**src/rtl/rv_ctrl_pkg.sv**
```systemverilog
// Shared types and encodings for the RV32I multi-cycle controller:
// FSM state enum, opcode and funct7 values, ALU operation codes, the
// controller-to-ALU-decoder operation class, and the datapath mux
// select encodings (immediate format, ALU operands, result bus).
package rv_ctrl_pkg;

  typedef enum logic [3:0] {
    S_IDLE,
    S_FETCH,
    S_DECODE,
    S_MEM_ADDR,
    S_MEM_RD,
    S_MEM_WB,
    S_MEM_WR,
    S_EXEC_R,
    S_EXEC_I,
    S_ALU_WB,
    S_BRANCH,
    S_JALR_ADDR,
    S_JUMP,
    S_LUI,
    S_AUIPC,
    S_TRAP
  } state_e;

  localparam logic [6:0] OP_LOAD   = 7'b0000011;
  localparam logic [6:0] OP_STORE  = 7'b0100011;
  localparam logic [6:0] OP_OP     = 7'b0110011;
  localparam logic [6:0] OP_IMM    = 7'b0010011;
  localparam logic [6:0] OP_BRANCH = 7'b1100011;
  localparam logic [6:0] OP_JAL    = 7'b1101111;
  localparam logic [6:0] OP_JALR   = 7'b1100111;
  localparam logic [6:0] OP_LUI    = 7'b0110111;
  localparam logic [6:0] OP_AUIPC  = 7'b0010111;

  localparam logic [6:0] F7_BASE = 7'b0000000;
  localparam logic [6:0] F7_ALT  = 7'b0100000;

  typedef enum logic [3:0] {
    ALU_ADD    = 4'd0,
    ALU_SUB    = 4'd1,
    ALU_AND    = 4'd2,
    ALU_OR     = 4'd3,
    ALU_SLT    = 4'd4,
    ALU_XOR    = 4'd5,
    ALU_SLTU   = 4'd6,
    ALU_SLL    = 4'd7,
    ALU_SRL    = 4'd8,
    ALU_SRA    = 4'd9,
    ALU_PASS_B = 4'd10
  } alu_ctrl_e;

  // Operation class the FSM hands to the ALU decoder.
  typedef enum logic [1:0] {
    ALUOP_ADD,
    ALUOP_BRANCH,
    ALUOP_FUNCT,
    ALUOP_PASS
  } alu_op_e;

  localparam logic [2:0] IMM_I = 3'd0;
  localparam logic [2:0] IMM_S = 3'd1;
  localparam logic [2:0] IMM_B = 3'd2;
  localparam logic [2:0] IMM_U = 3'd3;
  localparam logic [2:0] IMM_J = 3'd4;

  localparam logic [1:0] ASRC_PC    = 2'd0;
  localparam logic [1:0] ASRC_OLDPC = 2'd1;
  localparam logic [1:0] ASRC_RS1   = 2'd2;

  localparam logic [1:0] BSRC_RS2  = 2'd0;
  localparam logic [1:0] BSRC_IMM  = 2'd1;
  localparam logic [1:0] BSRC_FOUR = 2'd2;

  localparam logic [1:0] RES_ALUOUT = 2'd0;
  localparam logic [1:0] RES_MEM    = 2'd1;
  localparam logic [1:0] RES_ALU    = 2'd2;

endpackage

```
**src/rtl/rv_alu_decoder.sv**
```systemverilog
// Combinational ALU operation decoder.
//   alu_op      : operation class from the controller FSM
//   is_rtype    : funct7 is significant (OP opcode)
//   funct3/7    : instruction fields
//   alu_control : ALU operation
//   illegal     : encoding not valid for this operation class
module rv_alu_decoder
  import rv_ctrl_pkg::*;
(
  input  alu_op_e     alu_op,
  input  logic        is_rtype,
  input  logic [2:0]  funct3,
  input  logic [6:0]  funct7,
  output alu_ctrl_e   alu_control,
  output logic        illegal
);

  always_comb begin
    alu_control = ALU_ADD;
    illegal     = 1'b0;
    unique case (alu_op)
      ALUOP_ADD:  alu_control = ALU_ADD;
      ALUOP_PASS: alu_control = ALU_PASS_B;
      ALUOP_BRANCH: begin
        // beq/bne compare by subtraction, signed/unsigned ordering by slt/sltu.
        unique case (funct3[2:1])
          2'b00:   alu_control = ALU_SUB;
          2'b10:   alu_control = ALU_SLT;
          2'b11:   alu_control = ALU_SLTU;
          default: illegal = 1'b1;
        endcase
      end
      ALUOP_FUNCT: begin
        unique case (funct3)
          3'b000:  alu_control = (is_rtype && funct7 == F7_ALT) ? ALU_SUB : ALU_ADD;
          3'b001:  alu_control = ALU_SLL;
          3'b010:  alu_control = ALU_SLT;
          3'b011:  alu_control = ALU_SLTU;
          3'b100:  alu_control = ALU_XOR;
          3'b101:  alu_control = funct7[5] ? ALU_SRA : ALU_SRL;
          3'b110:  alu_control = ALU_OR;
          default: alu_control = ALU_AND;
        endcase
        if (is_rtype)
          illegal = !((funct7 == F7_BASE) ||
                      (funct7 == F7_ALT && (funct3 == 3'b000 || funct3 == 3'b101)));
      end
      default: alu_control = ALU_ADD;
    endcase
  end

endmodule

```
**src/rtl/rv_multicycle_ctrl.sv**
```systemverilog
// Multi-cycle Moore control FSM for an RV32I core sharing one memory port.
//   clk, rst_n                : clock, async active-low reset
//   opcode, funct3, funct7    : latched instruction fields
//   alu_zero, mem_ready       : ALU zero flag, memory access completion
//   mem_req, mem_we, addr_src : memory port control
//   pc_write, ir_write, regwrite : state element enables
//   alu_src_a/b, result_src, imm_sel, alu_control : datapath selects
//   trap, illegal_instr, mem_err : halt status and registered cause
module rv_multicycle_ctrl
  import rv_ctrl_pkg::*;
#(
  parameter int unsigned WAIT_LIMIT = 16,
  parameter int unsigned ALU_CTRL_W = 4
) (
  input  logic                  clk,
  input  logic                  rst_n,
  input  logic [6:0]            opcode,
  input  logic [2:0]            funct3,
  input  logic [6:0]            funct7,
  input  logic                  alu_zero,
  input  logic                  mem_ready,
  output logic                  mem_req,
  output logic                  mem_we,
  output logic                  addr_src,
  output logic                  pc_write,
  output logic                  ir_write,
  output logic                  regwrite,
  output logic [1:0]            alu_src_a,
  output logic [1:0]            alu_src_b,
  output logic [1:0]            result_src,
  output logic [2:0]            imm_sel,
  output logic [ALU_CTRL_W-1:0] alu_control,
  output logic                  trap,
  output logic                  illegal_instr,
  output logic                  mem_err
);

  localparam int unsigned CW = (WAIT_LIMIT == 0) ? 1 : $clog2(WAIT_LIMIT + 1);

  state_e        state, state_next;
  logic [CW-1:0] wait_cnt;
  logic          in_wait, timeout;
  logic          set_ill, set_merr;
  logic          ill_q, merr_q;
  alu_op_e       alu_op;
  alu_ctrl_e     dec_ctrl;
  logic          dec_illegal;

  rv_alu_decoder u_alu_dec (
    .alu_op      (alu_op),
    .is_rtype    (state == S_EXEC_R),
    .funct3      (funct3),
    .funct7      (funct7),
    .alu_control (dec_ctrl),
    .illegal     (dec_illegal)
  );

  assign alu_control   = ALU_CTRL_W'(dec_ctrl);
  assign illegal_instr = ill_q;
  assign mem_err       = merr_q;
  assign in_wait       = (state == S_FETCH) || (state == S_MEM_RD) || (state == S_MEM_WR);
  // Fires on the WAIT_LIMIT-th consecutive cycle without mem_ready.
  assign timeout       = (WAIT_LIMIT != 0) && !mem_ready &&
                         (wait_cnt == CW'(WAIT_LIMIT - 1));

  always_ff @(posedge clk or negedge rst_n) begin
    if (!rst_n) begin
      state    <= S_IDLE;
      wait_cnt <= '0;
      ill_q    <= 1'b0;
      merr_q   <= 1'b0;
    end else begin
      state <= state_next;
      if (state_next != state)
        wait_cnt <= '0;
      else if (in_wait && !mem_ready)
        wait_cnt <= wait_cnt + CW'(1);
      if (set_ill)  ill_q  <= 1'b1;
      if (set_merr) merr_q <= 1'b1;
    end
  end

  always_comb begin
    state_next = state;
    alu_op     = ALUOP_ADD;
    mem_req    = 1'b0;
    mem_we     = 1'b0;
    addr_src   = 1'b0;
    pc_write   = 1'b0;
    ir_write   = 1'b0;
    regwrite   = 1'b0;
    alu_src_a  = ASRC_PC;
    alu_src_b  = BSRC_RS2;
    result_src = RES_ALUOUT;
    imm_sel    = IMM_I;
    trap       = 1'b0;
    set_ill    = 1'b0;
    set_merr   = 1'b0;

    unique case (state)
      S_IDLE: state_next = S_FETCH;
      S_FETCH: begin
        mem_req    = 1'b1;
        alu_src_b  = BSRC_FOUR;
        result_src = RES_ALU;
        ir_write   = mem_ready;
        pc_write   = mem_ready;
        if (mem_ready) state_next = S_DECODE;
        else if (timeout) begin state_next = S_TRAP; set_merr = 1'b1; end
      end
      S_DECODE: begin
        // Speculative branch/JAL target into ALUOut while dispatching.
        alu_src_a = ASRC_OLDPC;
        alu_src_b = BSRC_IMM;
        imm_sel   = (opcode == OP_JAL) ? IMM_J : IMM_B;
        unique case (opcode)
          OP_LOAD, OP_STORE: state_next = S_MEM_ADDR;
          OP_OP:             state_next = S_EXEC_R;
          OP_IMM:            state_next = S_EXEC_I;
          OP_BRANCH:         state_next = S_BRANCH;
          OP_JAL:            state_next = S_JUMP;
          OP_JALR:           state_next = S_JALR_ADDR;
          OP_LUI:            state_next = S_LUI;
          OP_AUIPC:          state_next = S_AUIPC;
          default: begin state_next = S_TRAP; set_ill = 1'b1; end
        endcase
      end
      S_MEM_ADDR: begin
        alu_src_a  = ASRC_RS1;
        alu_src_b  = BSRC_IMM;
        imm_sel    = (opcode == OP_STORE) ? IMM_S : IMM_I;
        state_next = (opcode == OP_STORE) ? S_MEM_WR : S_MEM_RD;
      end
      S_MEM_RD: begin
        mem_req  = 1'b1;
        addr_src = 1'b1;
        if (mem_ready) state_next = S_MEM_WB;
        else if (timeout) begin state_next = S_TRAP; set_merr = 1'b1; end
      end
      S_MEM_WB: begin
        result_src = RES_MEM;
        regwrite   = 1'b1;
        state_next = S_FETCH;
      end
      S_MEM_WR: begin
        mem_req  = 1'b1;
        mem_we   = 1'b1;
        addr_src = 1'b1;
        if (mem_ready) state_next = S_FETCH;
        else if (timeout) begin state_next = S_TRAP; set_merr = 1'b1; end
      end
      S_EXEC_R, S_EXEC_I: begin
        alu_op    = ALUOP_FUNCT;
        alu_src_a = ASRC_RS1;
        alu_src_b = (state == S_EXEC_R) ? BSRC_RS2 : BSRC_IMM;
        if (dec_illegal) begin state_next = S_TRAP; set_ill = 1'b1; end
        else state_next = S_ALU_WB;
      end
      S_ALU_WB: begin
        result_src = RES_ALUOUT;
        regwrite   = 1'b1;
        state_next = S_FETCH;
      end
      S_BRANCH: begin
        alu_op     = ALUOP_BRANCH;
        alu_src_a  = ASRC_RS1;
        alu_src_b  = BSRC_RS2;
        result_src = RES_ALUOUT;
        // funct3[0] inverts the sense; for slt/sltu "taken" means result != 0.
        if (dec_illegal) begin state_next = S_TRAP; set_ill = 1'b1; end
        else begin
          pc_write   = alu_zero ^ funct3[0] ^ funct3[2];
          state_next = S_FETCH;
        end
      end
      S_JALR_ADDR: begin
        alu_src_a  = ASRC_RS1;
        alu_src_b  = BSRC_IMM;
        imm_sel    = IMM_I;
        state_next = S_JUMP;
      end
      S_JUMP: begin
        // PC takes the target in ALUOut while the ALU forms oldPC+4 for the link.
        alu_src_a  = ASRC_OLDPC;
        alu_src_b  = BSRC_FOUR;
        result_src = RES_ALUOUT;
        pc_write   = 1'b1;
        state_next = S_ALU_WB;
      end
      S_LUI: begin
        alu_op     = ALUOP_PASS;
        alu_src_b  = BSRC_IMM;
        imm_sel    = IMM_U;
        result_src = RES_ALU;
        regwrite   = 1'b1;
        state_next = S_FETCH;
      end
      S_AUIPC: begin
        alu_src_a  = ASRC_OLDPC;
        alu_src_b  = BSRC_IMM;
        imm_sel    = IMM_U;
        result_src = RES_ALU;
        regwrite   = 1'b1;
        state_next = S_FETCH;
      end
      S_TRAP: trap = 1'b1;
      default: state_next = S_IDLE;
    endcase
  end

endmodule

```
**config.mk**
```make
export PLATFORM = sky130hd
export DESIGN_NAME = rv_multicycle_ctrl
export DESIGN_NICKNAME = d
export VERILOG_FILES = /design/src/rtl/rv_ctrl_pkg.sv /design/src/rtl/rv_alu_decoder.sv /design/src/rtl/rv_multicycle_ctrl.sv
export SDC_FILE = /design/constraint.sdc
export NUM_CORES = 1
export LEC_CHECK = 0
export BUFFER_PORTS_ARGS = -buffer_cell sky130_fd_sc_hd__buf_2
export CAP_MARGIN = 25
export CELL_PAD_IN_SITES_DETAIL_PLACEMENT = 0
export CELL_PAD_IN_SITES_GLOBAL_PLACEMENT = 1
export CORE_MARGIN = 4
export CORE_UTILIZATION = 37
export DETAILED_ROUTE_END_ITERATION = 8
export HOLD_SLACK_MARGIN = 0.02
export PLACE_DENSITY = 0.91
export REMOVE_ABC_BUFFERS = 1
export SKIP_CTS_REPAIR_TIMING = 1
export SLEW_MARGIN = 30
export SYNTH_ARGS = -nofsm -noshare
export SYNTH_HDL_FRONTEND = slang
export SYNTH_HIERARCHICAL = 1
export SYNTH_SLANG_ARGS = --single-unit
```
**constraint.sdc**
```tcl
create_clock -name clk -period 3.8 [get_ports clk]
set_input_delay 0.57 -clock clk [delete_from_list [all_inputs] [get_ports clk]]
set_output_delay 0.57 -clock clk [all_outputs]
set_load 0.005 [all_outputs]
```
Word level (Yosys, flattened, before mapping)
Index checks and enable logic that the tools add are counted.

cells by class
  reductions and logical operators = 31
  bitwise gates (word level) = 2
  eq/ne operators = 38
  add/sub/neg operators = 1
  mux-type cells = 41

operators with widths
  cell                count
  $pmux 4 s10         1
  $eq 4x4->1 const B  8
  $pmux 4 s8          1
  $eq 7x6->1 const B  4
  $pmux 4 s7          1
  $eq 7x7->1 const B  3
  $mux 4              5
  $mux 1              18
  $pmux 3 s3          2
  $eq 4x3->1 const B  4
  $pmux 4 s4          1
  $reduce_or 3->1     5
  $reduce_or 5->1     3
  $eq 7x5->1 const B  2
  $pmux 2 s3          2
  $mux 5              2
  $reduce_or 2->1     5
  $eq 3x3->1 const B  3
  $reduce_or 9->1     1
  $eq 2x2->1 const B  4
  $eq 4x2->1 const B  2
  $pmux 2 s2          2
  $eq 7x2->1 const B  1
  $logic_not 7->1     1
  20 further kinds    32

word-level totals
  word-level logic and storage cells = 117
  bits in registers = 11
  output and inout bits = 22
  input bits = 21

Longest topological paths before layout
Gate-level depths: netlist of the first run.

  depth in word-level cells = 11
  mapped depth = 16
  gate-level depth less buffers = 13

Cells and area by module
The synthesis of the first run kept the hierarchy.

modules (own cells, without submodules)
  module              cells an instance  times used  area each (um^2)  seq. area each (um^2)
  rv_multicycle_ctrl  161                1           1223.7            275.3
  rv_alu_decoder      39                 1           271.5             0.0

Least setup slack after synthesis of the first run
Ideal clock, no wire load.

  path type = flip-flop to output port
  from = reg state[2]
  to = out pc_write
  data required time = 3230 ps
  stages on the path, launching flop included = 14
  path slack = 574 ps
  arrival = 2656 ps
  path through = dfrtp_1 > buf_2 > buf_2 > buf_1 > a21oi_1 > nor2_1 > inv_1 > ha_1 > buf_2 > nand3_1 > a21oi_1 > o31a_1 > or4_1 > o21ai_0

between the ends
  word-level cells in the longest chain between the ends = 7

ends and longest elaborated chain
  item                                      line                       RTL
  start: declaration                        rv_multicycle_ctrl.sv:40   state_e state, state_next;
  start signal: assignment                  rv_multicycle_ctrl.sv:73   state <= state_next;
  $eq 4x4->1 or $eq 4x3->1 (tied branches)  rv_multicycle_ctrl.sv:100  unique case (state)
  $reduce_or 2->1                           rv_multicycle_ctrl.sv:100
  $pmux 2 s3 (*)                            rv_multicycle_ctrl.sv:100
  net alu_op[0]                             rv_multicycle_ctrl.sv:45   alu_op_e alu_op;
  $eq 2x2->1 or $eq 2x1->1 (tied branches)  rv_alu_decoder.sv:21       unique case (alu_op)
  $pmux 1 s2 (*)                            rv_alu_decoder.sv:21
  net dec_illegal                           rv_multicycle_ctrl.sv:47   logic dec_illegal;
  $mux 1 (*)                                rv_multicycle_ctrl.sv:170  if (dec_illegal) begin state_next = S_TRAP; set_ill = 1'b1; end
  $pmux 1 s3 (*)                            rv_multicycle_ctrl.sv:100
  end: declaration                          rv_multicycle_ctrl.sv:25   output logic pc_write,

The timed path passes the listed nets; every way through them passes the cells marked *.

Worst setup path in the final report of the first run
  from = reg state[1]
  to = out pc_write

Same word-level chain as after synthesis.

==> reports/metrics.yaml, run 1 <==
outcome: "finished, final reports clean"
synth_top_area_cell: "dfrtp_1"
dpl_cell_area_um2: 1730
h-tree-depth: 1
timing.final.crit_share_pct: 93.3
slowest_delay_ns: 0.52
track_usage_pct: 14.7
ioPinCount: 43
worstSetupPathType: "reg -> out"
setup_tns_ns: 0
grt_max_degree: 16
synth_area_leaders: "dfrtp_1, a21oi_1, o21ai_0"
vias: 1577
rsz0062_at_grt: "false"
clkPwrFrac_pct: 12.4
cts_tree: "built"
path_clk_slew_ns: 0.05
rows: 22
drt_wl_total_um: 3870
pwr-share-seq_pct: 20.6
endpoint_kind: "output pin"
crit_family: "simple AND/OR/NAND/NOR gates"
synth_cells: 200
synth_cell_types: 54
io_buffers: 42
period_needed_ns: 3.54
crit_fanout: 10
max_slew_margin_pct: 73.0
detail_route.vias_per_cell: 5.53
synth_seq_cells: 11
power.internal_w: 0.000485
cts.sinks: 11
seq_area_frac_synth_pct: 18.4
hold_class: "in -> async"
synth_ff_type: "dfrtp_1"
drt_iter0_markers: 30
synth_warnings: 6
p_switching_w: 0.000463
async_flop_share_pct: 100
critical_path.most_common_cell: "a21oi_1"
clk_latency_ns: 0.23
ant_nets: 0
place.gp.congestion: 0.878
wire_per_inst_um: 13.6
p_comb_share_pct: 67.1
drv_slew: 0
fin_util_pct: 47.1
total_power_w: 0.000948
crit_chain: "buf_4 > nor2b_1 > a21oi_1 > nor2_2 > inv_1 > ha_1 > nand3_1 > a21oi_1 > o31a_1 > or4_1 > o21ai_0 > buf_2"
antenna_found_initial: 0
fmax_mhz: 282
drive_gt1_share_pct: 28.3
drcViolationCount: 0
synth_area_per_cell_um2: 7.48
swShare_pct: 48.9
globalRouteOverflowTotal: 0
vdd_ir_drop_max_v: 0.000194
max_cap_violations: 0
final.setup_skew_ns: 0.00393
cts-root-buf: "clkbuf_8"
power.density_nw_per_um2: 534
numCtsBuffers: 3
diodes: 0
fp.dieW_um: 71.6
path_buf_inv: 3
grt_pass1_wl_um: 6400
dieArea_um2: 5120
cp-start-kind: "flip-flop"
hold_viol: 0
synth_top_area_share_pct: 18.4
drtPass1Iterations: 4
syn_area_um2: 1500
clk_path_buf_depth: 2
critPathSlowestCell: "or4_1"
synth_edf_count: 0
worstPathArrival_ns: 2.97
coreArea_um2: 3770
dieHeight_um: 71.6
grt_pass1_vias: 1455
final_nets: 265
syn_to_final_growth_pct: 18.7
worst_slew_pin_slew_ns: 0.405
p_leak_nw: 0.770
required_ns: 3.23
dp.final_hpwl_um: 3030
start_util_pct: 39.6
fin_area_um2: 1780
setup-violations-final: 0
[state kept, by name, summed over array words and instances, names as in the netlist]
register       cells
wait_cnt           5
illegal_instr      1
mem_err            1
state              4
[logic make-up (layout without fill, tap and decap cells)]
family                     after synthesis  after routing  synth area share [%]
AOI/OAI and AO/OA                       58             58                  26.7
xor gates and xnor gates                 8              8                  4.69
adders and majority gates                6              6                  5.02
buffers and inverters                   24             61                  7.87
DFF                                     11             11                  18.4
muxes                                    2              2                  1.34
and+or+nand+nor                         91             91                  36.0
[metal layers]
layer,GRT usage (%),up-vias,wire length (um)
li1,-,797,-
met5,0,-,0
met4,2.71,0,50
met1,19.4,738,1790
met2,26.1,36,1880
met3,1.54,6,144
[cell usage in the layout, fill, tap and decap left out, types with 3 or more instances in the layout]
master / synthesis / routed
buf_2: 10 / 42
a21oi_1: 19 / 19
nor2_1: 18 / 17
nand2_1: 16 / 16
o21ai_0: 17 / 16
dfrtp_1: 11 / 10
inv_1: 9 / 9
nand2b_1: 9 / 9
nor2b_1: 6 / 6
nand3_1: 6 / 6
ha_1: 6 / 6
buf_4: 0 / 6
nor3_1: 5 / 5
xor2_1: 5 / 5
nor3_2: 4 / 4
and3_1: 3 / 3
xnor2_1: 3 / 3
nand4_1: 3 / 3
o211ai_1: 3 / 3
nand3b_1: 3 / 3
clkbuf_8: 0 / 3
[power by group through the flow]
| stage | clock network (W) | registers [W] | logic [W] |
|---|---|---|---|
| detailed placement | 0 | 0.000194 | 0.000631 |
| global placement | 0 | 0.000193 | 0.000630 |
| global route | 0.000128 | 0.000202 | 0.000708 |
| floorplan | 0 | 0.000213 | 0.000386 |
| CTS | 0.000118 | 0.000192 | 0.000634 |
| finish | 0.000117 | 0.000195 | 0.000636 |
[area by class of cell]
class / instances / area [um^2]
Fill cell: 384 / 2000
Sequential cell: 11 / 277
Timing Repair Buffer: 48 / 255
Clock buffer: 4 / 45.0
Inverter: 9 / 33.8
Tap cell: 48 / 60.1
Multi-Input combinational cell: 165 / 1100
[synth_stat cells (4+ instances only)]
master and n:
dfrtp_1 11, nor3_2 4, xor2_1 5, inv_1 9
o21ai_0 17, nor2b_1 6, ha_1 6, nand2b_1 9
a21oi_1 19, nor2_1 18, nand2_1 16, buf_2 10
nor3_1 5, nand3_1 6
[stage by stage]
stage	worst slack, ns	hold WS, ns	instances
2_1_floorplan	0.531	0.274	185
3_3_place_gp	0.504	0.445	281
3_5_place_dp	0.473	0.456	281
4_1_cts	0.223	0.208	285
5_1_grt	0.0108	0.206	285
6_report	0.256	0.202	285
[path summary, 6_finish.rpt]
path | from | to | slack (ns) | cells past startpoint
max | state[1] | pc_write | 0.26 | 12
min | rst_n | wait_cnt[4] | 0.20 | 1
max reg2reg | state[1] | wait_cnt[1] | 0.82 | 13
min reg2reg | mem_err | mem_err | 0.48 | 1
max in group asynchronous | rst_n | state[0] | 3.37 | 1
min in group clk | mem_err | mem_err | 0.48 | 1
(Power assumes the default switching activity.)
==> inputs of run 2 (changes only) <==
Settings changed: CORE_UTILIZATION 37 to 40, PLACE_DENSITY 0.91 to 0.95.
Clock period 3.8 ns to 4.1 ns, I/O delays scaled along.
==> run 2 against run 1 <==
  * Combinational power fell by 8.2%
  * Cell area fell by 0.63%
  * Hold slack gained 0.035 ns
  * Sequential share of layout area is essentially flat
  * Routed wire length down 0.16%
==> reports/metrics.yaml, run 2 (synthesized netlist as in run 1, its figures left out) <==
dp.final_hpwl_um: 3050
power.internal_w: 0.000446
final.setup_skew_ns: 0.00288
required_ns: 3.48
drt_iter0_markers: 98
drv_slew: 0
globalRouteOverflowTotal: 0
worst_slew_pin_slew_ns: 0.425
period_needed_ns: 3.81
numCtsBuffers: 3
rsz0062_at_grt: "false"
pre_cts_slack_ns: 0.489
wire_per_inst_um: 13.7
drt_wl_total_um: 3860
coreArea_um2: 3470
swShare_pct: 48.6
crit_chain: "buf_4 > nor2b_1 > a21oi_1 > nor2_1 > inv_1 > ha_1 > nand3_1 > a21oi_1 > o31a_1 > or4_1 > o21ai_0 > buf_2"
fmax_mhz: 262
cts-root-buf: "clkbuf_8"
clk_latency_ns: 0.23
setup_slack_ns: 0.289
largest_reg_flops: 5
start_util_pct: 43.1
hold_viol: 0
worstPathArrival_ns: 3.20
max_flop_register: "wait_cnt"
dieArea_um2: 4780
antenna_found_initial: 0
drive_gt1_share_pct: 27.5
dieHeight_um: 69.1
track_usage_pct: 15.6
endpoint_kind: "output pin"
setup-violations-final: 0
grt_pass1_wl_um: 6510
power.density_nw_per_um2: 492
drcViolationCount: 0
drtPass1Iterations: 4
rr_worst_depth: 13
path_clk_slew_ns: 0.05
hold_class: "in -> async"
top_regs: "wait_cnt: 5 flops, state: 4 flops"
critical_path.most_common_cell: "a21oi_1"
p_switching_w: 0.000422
cts_tree: "built"
timing.final.crit_share_pct: 92.9
grt_max_degree: 19
detail_route.vias_per_cell: 5.62
h-tree-depth: 1
p_leak_nw: 0.766
clk_path_buf_depth: 2
slowest_delay_ns: 0.57
multi_input_area_um2: 1100
pwr-share-seq_pct: 20.5
max_cap_violations: 0
rows: 21
cp-start-kind: "flip-flop"
ff_latch_area_um2: 275
nFillCells: 386
ioPinCount: 43
crit_fanout: 14
vias: 1584
outcome: "finished, final reports clean"
worstSetupPathType: "reg -> out"
final_nets: 264
ant_nets: 0
syn_to_final_growth_pct: 18.0
io_buffers: 42
cts.sinks: 11
place.gp.congestion: 0.843
clkPwrFrac_pct: 12.2
diodes: 0
fin_util_pct: 50.9
layout_common_cells: "buf_2, a21oi_1, nor2_1"
max_slew_margin_pct: 71.6
p_comb_share_pct: 67.3
critPathSlowestCell: "dfrtp_1"
vdd_ir_drop_max_v: 0.000257
layout_commonest_cell: "buf_2"
setup_tns_ns: 0
grt_pass1_vias: 1452
fp.dieW_um: 69.1
run 2: cell type report:
class	instances	share of cell area, %
Tap cell	46	3.26
Multi-Input combinational cell	165	62.6
Sequential cell	11	15.6
Inverter	9	1.91
Timing Repair Buffer	47	14.0
Clock buffer	4	2.55
run 2: worst paths after layout:
check	from	slack, ns	end
max	state[0]	0.29	pc_write
min	rst_n	0.24	wait_cnt[3]
max reg2reg	state[0]	0.85	wait_cnt[1]
min reg2reg	mem_err	0.46	mem_err
max in group asynchronous	rst_n	3.66	state[1]
min in group clk	mem_err	0.46	mem_err
run 2: per-layer routing:
metal  wire length (um)  GRT usage [%]  vias up
met5                  0              0        -
met4                 10           2.82        0
met3                143           2.33        2
met2               1810           26.1       44
met1               1900           21.4      736
li1                   -              -      802
run 2: power by group through the flow:
stage | sequential (W) | combinational (W) | clock [W]
2_1_floorplan | 0.000197 | 0.000358 | 0
3_3_place_gp | 0.000176 | 0.000584 | 0
3_5_place_dp | 0.000177 | 0.000579 | 0
4_1_cts | 0.000176 | 0.000582 | 0.000109
5_1_grt | 0.000183 | 0.000648 | 0.000115
6_report | 0.000178 | 0.000584 | 0.000106
run 2: critical path: cells and delay by family (launching register included):
family | cells | cell delay, ns
buffers and inverters | 3 | 0.47
AND/OR/NAND/NOR | 4 | 1.02
AO/OA/AOI/OAI | 4 | 0.60
flip-flops | 1 | 0.57
adder cells (fa/ha/maj) | 1 | 0.30
run 2: stage by stage:
step,hold slack [ns],std cells,area (um^2),power (W)
6_report,0.236,282,1760,0.000868
5_1_grt,0.250,282,1760,0.000946
4_1_cts,0.242,282,1760,0.000867
3_5_place_dp,0.450,278,1720,0.000757
3_3_place_gp,0.453,278,1720,0.000760
2_1_floorplan,0.319,185,1410,0.000556
==> inputs of run 3 (changes only) <==
Settings changed: CORE_UTILIZATION 40 to 34, PLACE_DENSITY 0.95 to 0.88.
Clock period 4.1 ns to 3.43 ns, I/O delays scaled along.
==> run 3 against run 2 <==
  * Die area increased by 16%
  * Global-route usage increased by 0.36 points
  * Clock-buffer cell count is the same
  * Largest power group unchanged
  * Routed wire length rose by 8.3%
  * Setup slack got worse by 0.068 ns
  * Non-clock buffer count up 4
  * Critical endpoint unchanged
==> reports/metrics.yaml, run 3 (synthesized netlist as in run 1, its figures left out) <==
required_ns: 2.92
start_util_pct: 36.3
hold_viol: 0
grt_pass1_wl_um: 7000
diodes: 0
layout_common_cells: "buf_2, a21oi_1, nor2_1"
crit_chain: "nor2b_1 > a21oi_1 > nor2_2 > inv_1 > ha_1 > nand3_1 > nor2_1 > o31a_1 > or4_1 > o21ai_0 > buf_2"
path_clk_slew_ns: 0.05
place.gp.congestion: 0.857
numCtsBuffers: 3
power.density_nw_per_um2: 594
cts-root-buf: "clkbuf_8"
cp-start-kind: "flip-flop"
rr_worst_depth: 13
setup-violations-final: 0
globalRouteOverflowTotal: 0
r2r_end: "wait_cnt[0]"
dieHeight_um: 74.3
power.internal_w: 0.000550
drt_iter0_markers: 97
top_regs: "wait_cnt: 5 flops, state: 4 flops"
detail_route.vias_per_cell: 5.49
setup_slack_ns: 0.221
drcViolationCount: 0
r2r-start: "state[1]"
grt_max_degree: 19
io_buffers: 42
clk_path_buf_depth: 2
largest_reg_flops: 5
coreArea_um2: 4120
rsz0062_at_grt: "false"
swShare_pct: 49.0
layout_commonest_cell: "buf_2"
drt_wl_total_um: 4180
timing.final.crit_share_pct: 93.6
grt_pass1_vias: 1520
dieArea_um2: 5520
rows: 23
pre_cts_slack_ns: 0.198
path_buf_inv: 2
worstPathArrival_ns: 2.69
hold_class: "in -> async"
wire_per_inst_um: 14.4
worst_slew_pin_slew_ns: 0.409
antenna_found_initial: 0
p_comb_share_pct: 67.7
vias: 1592
use_met1_pct: 21.4
vdd_ir_drop_max_v: 0.000241
worstSetupPathType: "reg -> out"
cts.sinks: 11
outcome: "finished, final reports clean"
crit_fanout: 13
max_cap_violations: 0
slowest_delay_ns: 0.50
period_needed_ns: 3.21
crit_family: "simple AND/OR/NAND/NOR gates"
endpoint_kind: "output pin"
critPathSlowestCell: "dfrtp_2"
clkPwrFrac_pct: 12.3
drv_slew: 0
ant_nets: 0
holdWs_ns: 0.138
drive_gt1_share_pct: 30.4
p_leak_nw: 0.793
h-tree-depth: 1
drtPass1Iterations: 4
r2r_setup_slack_ns: 0.64
ioPinCount: 43
max_flop_register: "wait_cnt"
max_slew_margin_pct: 72.7
p_switching_w: 0.000527
pwr-share-seq_pct: 20.0
final.setup_skew_ns: 0.00409
grt-busiest-layer: "met2"
total_power_w: 0.00108
final_nets: 268
use_met3_pct: 2.30
fp.dieW_um: 74.3
cts_tree: "built"
dp.final_hpwl_um: 3350
nFillCells: 434
grt_use_met2_pct: 27.2
syn_to_final_growth_pct: 21.3
fmax_mhz: 312
clk_latency_ns: 0.24
track_usage_pct: 16.0
## run 3: cell count changes in the layout (fill, tap and decap cells not counted), sizes merged
cell and change:
buf +4
## run 3: final cells by class
| cell class | count | area [um^2] | share of cell area (%) |
|---|---|---|---|
| sequential | 11 | 278 | 15.3 |
| clock buffer | 4 | 45.0 | 2.48 |
| inverter | 9 | 33.8 | 1.86 |
| multi-input combinational | 165 | 1120 | 61.6 |
| tap | 50 | 62.6 | 3.45 |
| timing repair buffer | 51 | 278 | 15.3 |
## run 3: how the worst max path moves through the flow
stage	from	end	slack [ns]	cells after the start
floorplan	state[3]	pc_write	0.22	10
global placement	state[1]	pc_write	0.30	12
detailed placement	state[1]	pc_write	0.20	12
CTS	state[1]	pc_write	-0.07	12
global route	state[0]	pc_write	0.05	12
finish	state[1]	pc_write	0.22	11
## run 3: through the flow
step / utilization [%] / setup TNS [ns] / instance area (um^2) / std cells
after global routing: 44.1 / 0 / 1810 / 290
after CTS: 43.3 / -0.0717 / 1780 / 288
final: 44.1 / 0 / 1810 / 290
after global placement: 42.2 / 0 / 1740 / 284
after detailed placement: 42.2 / 0 / 1740 / 284
after floorplan: - / 0 / 1410 / 185
## run 3: layer usage
metal | vias to the layer above | part of all wire (%)
met2 | 52 | 48
li1 | 808 | -
met5 | - | 0
met4 | 0 | 1.3
met1 | 726 | 45
met3 | 6 | 5.7
## run 3: power by group through the flow
stage	Combinational (W)	Sequential, W	Clock, W
after floorplan	0.000428	0.000236	0
after global placement	0.000711	0.000210	0
after detailed placement	0.000715	0.000212	0
after CTS	0.000721	0.000209	0.000137
after global routing	0.000802	0.000224	0.000146
final	0.000729	0.000215	0.000133
